$ cat config.mk
export PLATFORM = sky130hd
export DESIGN_NAME = debounce_bank
export DESIGN_NICKNAME = d
export VERILOG_FILES = /design/src/rtl/debounce_bank_pkg.sv /design/src/rtl/debounce_chan.sv /design/src/rtl/debounce_bank.sv
export SDC_FILE = /design/constraint.sdc
export NUM_CORES = 1
export LEC_CHECK = 0
export ABC_CLOCK_PERIOD_IN_PS = 2200
export CAP_MARGIN = 20
export CORE_AREA = 5 5 215 217
export CTS_CLUSTER_DIAMETER = 200
export DETAILED_ROUTE_END_ITERATION = 10
export DIE_AREA = 0 0 220 222
export HOLD_SLACK_MARGIN = 0.1
export PLACE_DENSITY = 0.57
export SETUP_SLACK_MARGIN = 0.02
export SLEW_MARGIN = 0
export SYNTH_ARGS = -nofsm -noshare
export SYNTH_HDL_FRONTEND = slang
export SYNTH_SLANG_ARGS = --single-unit
export TNS_END_PERCENT = 10
$ cat constraint.sdc
create_clock -name clk -period 2.2 [get_ports clk]
set_input_delay 0.44 -clock clk [delete_from_list [all_inputs] [get_ports clk]]
set_output_delay 0.44 -clock clk [all_outputs]
set_load 0.02 [all_outputs]
$ cat src/rtl/debounce_bank_pkg.sv
// Shared helpers for the debounce bank: width calculation for prescaler and counters.
package debounce_bank_pkg;

  function automatic int clog2(input int v);
    int r;
    r = 0;
    for (int i = 0; i < 32; i++)
      if ((1 << i) < v) r = i + 1;
    return r;
  endfunction

endpackage

$ cat src/rtl/debounce_chan.sv
// One debounce channel: two-flop synchroniser, stability counter, clean level and edge strobes.
module debounce_chan
  import debounce_bank_pkg::*;
#(
  parameter int   STABLE_TICKS = 10,
  parameter int   CW           = 4,
  parameter logic INIT         = 1'b0
) (
  input  logic clk,
  input  logic reset_n,
  input  logic in,
  input  logic tick,
  input  logic filt_en,
  output logic out,
  output logic rise,
  output logic fall
);

  logic [1:0]    sync_pipe;
  logic [CW-1:0] cnt;
  logic          sync;

  assign sync = sync_pipe[1];

  // Only sync_pipe[0] may go metastable; nothing else looks at it.
  always_ff @(posedge clk or negedge reset_n) begin
    if (!reset_n) sync_pipe <= {2{INIT}};
    else          sync_pipe <= {sync_pipe[0], in};
  end

  always_ff @(posedge clk or negedge reset_n) begin
    if (!reset_n) begin
      cnt  <= '0;
      out  <= INIT;
      rise <= 1'b0;
      fall <= 1'b0;
    end else begin
      rise <= 1'b0;
      fall <= 1'b0;
      if (!filt_en) begin
        cnt <= '0;
        if (tick) out <= sync;
      end else if (sync == out) begin
        cnt <= '0;
      end else if (tick) begin
        if (cnt == CW'(STABLE_TICKS - 1)) begin
          out  <= sync;
          cnt  <= '0;
          rise <= sync;
          fall <= ~sync;
        end else begin
          cnt <= cnt + 1'b1;
        end
      end
    end
  end

endmodule

$ cat src/rtl/debounce_bank.sv
// Multi-channel switch debouncer: shared sample prescaler, settle/ready sequencing, per-channel filters.
module debounce_bank
  import debounce_bank_pkg::*;
#(
  parameter int                  CHANNELS     = 8,
  parameter int                  DIV          = 32768,
  parameter int                  STABLE_TICKS = 10,
  parameter logic [CHANNELS-1:0] INIT         = '0
) (
  input  logic                clk,
  input  logic                reset_n,
  input  logic [CHANNELS-1:0] in,
  output logic [CHANNELS-1:0] out,
  output logic [CHANNELS-1:0] rise,
  output logic [CHANNELS-1:0] fall,
  output logic                ready,
  output logic                tick
);

  localparam int PW = clog2(DIV);
  localparam int IW = clog2(STABLE_TICKS + 1);
  localparam int CW = clog2(STABLE_TICKS);

  logic [PW-1:0] pcnt;
  logic [IW-1:0] icnt;
  logic          ready_q;
  logic          settle_done;

  always_ff @(posedge clk or negedge reset_n) begin
    if (!reset_n) begin
      pcnt <= '0;
      tick <= 1'b0;
    end else begin
      tick <= (pcnt == PW'(DIV - 1));
      if (pcnt == PW'(DIV - 1)) pcnt <= '0;
      else                      pcnt <= pcnt + 1'b1;
    end
  end

  // ready is visible during the final settle tick; the channels only start
  // filtering from the registered flag, i.e. on the following tick.
  assign settle_done = tick & ~ready_q & (icnt == IW'(STABLE_TICKS - 1));
  assign ready       = ready_q | settle_done;

  always_ff @(posedge clk or negedge reset_n) begin
    if (!reset_n) begin
      icnt    <= '0;
      ready_q <= 1'b0;
    end else if (tick && !ready_q) begin
      icnt <= icnt + 1'b1;
      if (settle_done) ready_q <= 1'b1;
    end
  end

  for (genvar g = 0; g < CHANNELS; g++) begin : g_ch
    debounce_chan #(
      .STABLE_TICKS(STABLE_TICKS),
      .CW          (CW),
      .INIT        (INIT[g])
    ) u_chan (
      .clk    (clk),
      .reset_n(reset_n),
      .in     (in[g]),
      .tick   (tick),
      .filt_en(ready_q),
      .out    (out[g]),
      .rise   (rise[g]),
      .fall   (fall[g])
    );
  end

endmodule

==> summary by stage <==
Synthesis
The share of synthesized cell area in and, or, nand and nor gates is 0.2751. For this run, the number of Yosys warnings is 0. For this run, asynchronously set or reset flops after synthesis account for 1.000. The cell area that synthesis handed to floorplanning was 18,620 um^2.

After synthesis, the largest family of logic cells by area is simple AND/OR/NAND/NOR gates. The number of different library cells used by synthesis comes to 66. Synthesis produced a netlist whose cell count is ~1,900.

The register area share after synthesis is 0.4864. The mean cell area of the mapped netlist is a little under 10 um^2. Of the total synthesized cell area, the portion taken by XOR and XNOR cells is 0.1143. Of the total synthesized cell area, the portion taken by full adders, half adders and majority gates is 0.01276. The share of cell area taken by muxes after synthesis is 0.007793.

The predominant post-synthesis flop cell is sky130_fd_sc_hd__dfrtp_1. The number of synthesized flops with an enable pin is 0. The post-synthesis sequential element count is between 300 and 400. The post-synthesis net count is 1,948. The fraction of the mapped netlist area in compound gates was 0.07377.

Drt
After detailed routing, the met3 layer carries between 1000 and 1500 um of wire. The total number of vias is approximately 15,000. The detailed-routed wire length on met2 is 19,820 um.

In the final routed layout, each cell accounts on average for around 16 um. After detailed routing, the wire length on met1 is 20,390 um. The final routed wirelength across all metal layers is 42,560 um. After detailed routing, the number of vias per cell comes to between 5 and 6. Once detail routing completed, the nets flagged for antenna violations numbered 0.

The first TritonRoute pass finished after 5 iterations. The first routing iteration left 957 violations. The total DRC errors in the routed layout is 0. The highest metal layer with signal wires is met4.

Place
The setup slack at placement is -0.08900 ns. The congestion estimate from routability-driven global placement came to 0.8382. The number of I/O port buffers is 35.

The number of placed cells counting well taps is roughly 2,600. The detailed-placement wirelength estimate is ~29,000 um.

Layout
Counting the fill cells in the layout gives ~4,100. The area growth from synthesis to layout is 17.84%. In the layout the commonest cells are sky130_fd_sc_hd__dfrtp_1, sky130_fd_sc_hd__nor2_1, sky130_fd_sc_hd__nand2_1, sky130_fd_sc_hd__xor2_1, sky130_fd_sc_hd__nand3_1. The number of nets in the final layout is about 2,100. The most common library cell in the layout ignoring fill and taps is sky130_fd_sc_hd__dfrtp_1.

The number of inserted diodes is 0. The share of layout cells above drive strength 1 is 0.1144. Measured on the finished design, the core utilization comes to 0.4996. The final standard cell count with taps included and fillers excluded is about 2,600.

Power
IR analysis of the VDD net gives a maximum drop of about 0.62 mV. The design draws approximately 0.015 W. The power density over the cells is ~660 nW/um^2. The leakage power is around 8.9 nW.

Global route
The overflow left after global routing is 0. The number of global-route vias before repair is 14,210. Entering global routing, the biggest net connects 63 pins. The first global-routing pass estimated between 70,000 and 80,000 um of wire. The global router's overall resource usage is 0.1752. The initial antenna violation count came to 0.

Critical path
In this run the number of cells on the critical path is 6. The largest individual stage delay along the critical path comes from the cell sky130_fd_sc_hd__dfrtp_1. Data on the critical path is required at its endpoint by about 1.8 ns.

In this run the critical register-to-register path is launched from icnt[1]. The data arrival time at the worst-slack endpoint is 1.87 ns. For the worst flop-to-flop path, the logic depth is 14.

The critical path contains buffers and inverters numbering 2 combined. The setup check on the worst reg-to-reg path leaves a slack of ~0.060 ns. The dominant delay contributor by cell family on the critical path is flip-flops.

For this run, the slowest stage of the critical path takes between 0.3 and 0.4 ns. The critical path goes through inv_1 > ha_2 > nor4b_4 > nand4_1 > o21ai_2 > buf_6. The worst setup path startpoint is icnt[1]. The worst reg2reg path endpoint is ready_q.

The category of the critical setup timing path is flop to primary output. STA classifies the critical path endpoint as a primary output. The worst setup path is launched from a flop. Along the worst path, the maximum fanout reaches 2.

Following the worst setup path forward leads to its endpoint at ready.

STA
The final max-slew violation count came to 0. The final setup violation count is 1. The minimum clock period is ~2.3 ns. Headroom to the max-slew limit came out at 0.4613. The fmax is ~430 MHz. The final critical-path setup slack is -0.1080 ns.

Setup repair after global routing could not meet its margin everywhere. At the pin with the least slew margin, the transition time is about 0.8 ns. Dividing the final minimum period by the clock period gives 1.049. The hold violation total from the final report is 0. The setup skew after layout is roughly 0.012 ns. The setup TNS is -0.1080 ns.

Floorplan
The initialized floorplan defines 77 standard-cell rows. The floorplan step set the die height to 222 um. The die is 220 um wide.

The core box area is ~44,000 um^2. The die covers 48,840 um^2. The initial cell density of the core is 0.4239. The number of I/O pins is 36.

Clock network
TritonCTS built the clock tree. The number of levels in the clock H-tree is 2. Counting along the longest clock path gives a buffer depth of 3. The tree is rooted in a sky130_fd_sc_hd__clkbuf_16. Clock latency on the worst-skew pair, taken at its later pin, is ~0.56 ns. TritonCTS created 43 clock buffers.

Counting every sink on the clock net gives about 360. The clock slew seen by the registers of the worst setup and hold paths is approximately 0.06 ns.

Hold path
The number of cells on the worst hold path is 1. In this run the worst hold path is classified as input port to flop.

Outcome
The final reports fail on negative setup slack. The flow ran to the end, but the final reports show violations.

Run
The max-cap check violation count is 0.
cells in the mapped netlist, types with 4 or more instances:
cell                       count  area (um^2)
sky130_fd_sc_hd__nor3b_1      17        127.6
sky130_fd_sc_hd__o22ai_1       4        25.02
sky130_fd_sc_hd__or4_1         6        45.04
sky130_fd_sc_hd__clkbuf_1     42        157.7
sky130_fd_sc_hd__mux2_2       12        135.1
sky130_fd_sc_hd__ha_1         19        237.7
sky130_fd_sc_hd__nand3_1     128        640.6
sky130_fd_sc_hd__nand4_1     112        700.7
sky130_fd_sc_hd__a211oi_2      5        62.56
sky130_fd_sc_hd__a31oi_1      42        262.8
sky130_fd_sc_hd__xnor2_1      97        849.6
sky130_fd_sc_hd__buf_4        24        180.2
sky130_fd_sc_hd__xor2_1      146         1279
sky130_fd_sc_hd__buf_2        19        95.09
sky130_fd_sc_hd__nor4b_1      12        105.1
sky130_fd_sc_hd__and2_1       30        187.7
sky130_fd_sc_hd__nand2b_1     10        62.56
sky130_fd_sc_hd__nor2b_1       5        31.28
sky130_fd_sc_hd__o22a_1        6        52.55
sky130_fd_sc_hd__dfrtp_1     362         9059
sky130_fd_sc_hd__or3_1        14        87.58
sky130_fd_sc_hd__nor3_1       32        160.2
sky130_fd_sc_hd__inv_1        30        112.6
sky130_fd_sc_hd__o211ai_1      9        67.56
sky130_fd_sc_hd__a32oi_1       4        35.03
sky130_fd_sc_hd__nor4_2        6        75.07
sky130_fd_sc_hd__a21o_1        7        52.55
sky130_fd_sc_hd__and4b_1       6        60.06
sky130_fd_sc_hd__and4_1       45        394.1
sky130_fd_sc_hd__nor4_1       77        481.7
sky130_fd_sc_hd__nand2_1     168        630.6
sky130_fd_sc_hd__a211oi_1      5        37.54
sky130_fd_sc_hd__a21oi_1      43        215.2
sky130_fd_sc_hd__o21ai_0      39        195.2
sky130_fd_sc_hd__nand4b_1      5        43.79
sky130_fd_sc_hd__and3_1       50        312.8
sky130_fd_sc_hd__a41oi_1      13        113.9
sky130_fd_sc_hd__nor2_1      224        840.8
cells by family after synthesis:
family          Yosys count
simple gates            959
flops                   362
xor+xnor                243
compound gates          205
buf+inv                 118
fa+ha+maj                19
mux                      13
where the power goes:
part | switching [W] | internal (W) | total [W]
combinational | 0.000154 | 0.0000478 | 0.000201
sequential | 0.0000143 | 0.00667 | 0.00669
clock | 0.00285 | 0.00485 | 0.00770
total | 0.00302 | 0.0116 | 0.0146
stage by stage:
stage	hold slack [ns]	area [um^2]
after global placement	0.3338	20220
final	0.3220	21950
after floorplan	0.1444	18620
after CTS	0.2841	21880
after global routing	0.2937	21950
after detailed placement	0.3347	20220
repair_timing:
action | 4_1_cts | 5_1_grt
endpoints found under the hold margin | 41 | 0
pin swaps | 1 | 4
hold buffers | 1 | 0
resized for setup | 14 | 18
endpoints found under the setup margin | 3 | 25
buffers inserted | 9 | 1
worst min-delay path by stage:
stage | to | slack (ns) | start
after floorplan | g_ch[0].u_chan.cnt[0] | 0.14 | reset_n
after global placement | g_ch[3].u_chan.sync_pipe[1] | 0.33 | g_ch[3].u_chan.sync_pipe[0]
after detailed placement | g_ch[0].u_chan.sync_pipe[1] | 0.33 | g_ch[0].u_chan.sync_pipe[0]
after CTS | g_ch[6].u_chan.sync_pipe[0] | 0.28 | in[6]
after global routing | g_ch[4].u_chan.sync_pipe[0] | 0.29 | in[4]
final | g_ch[6].u_chan.sync_pipe[0] | 0.32 | in[6]
sequential cells by signal, indices dropped and copies added (netlist names):
signal and flops:
g_ch.u_chan.cnt 256, g_ch.u_chan.fall 8, g_ch.u_chan.out 8, g_ch.u_chan.rise 8, g_ch.u_chan.sync_pipe 16, icnt 32
pcnt 32, ready_q 1, tick 1
area by class of cell:
cell class                      instances  area (um^2)  share of cell area
Clock buffer                           57         1261             0.05747
Clock inverter                         21        296.5             0.01351
Inverter                               30        112.6            0.005131
Multi-Input combinational cell       1439         9090              0.4142
Sequential cell                       362         9060              0.4128
Tap cell                              592        740.7             0.03375
Timing Repair Buffer                  146         1386             0.06317
layer usage:
layer	vias up	track usage
li1	7137	-
met1	7260	0.2537
met2	193	0.2761
met3	57	0.02294
met4	0	0.05114
met5	-	0
No activity file was read; power rests on OpenSTA's default activity.
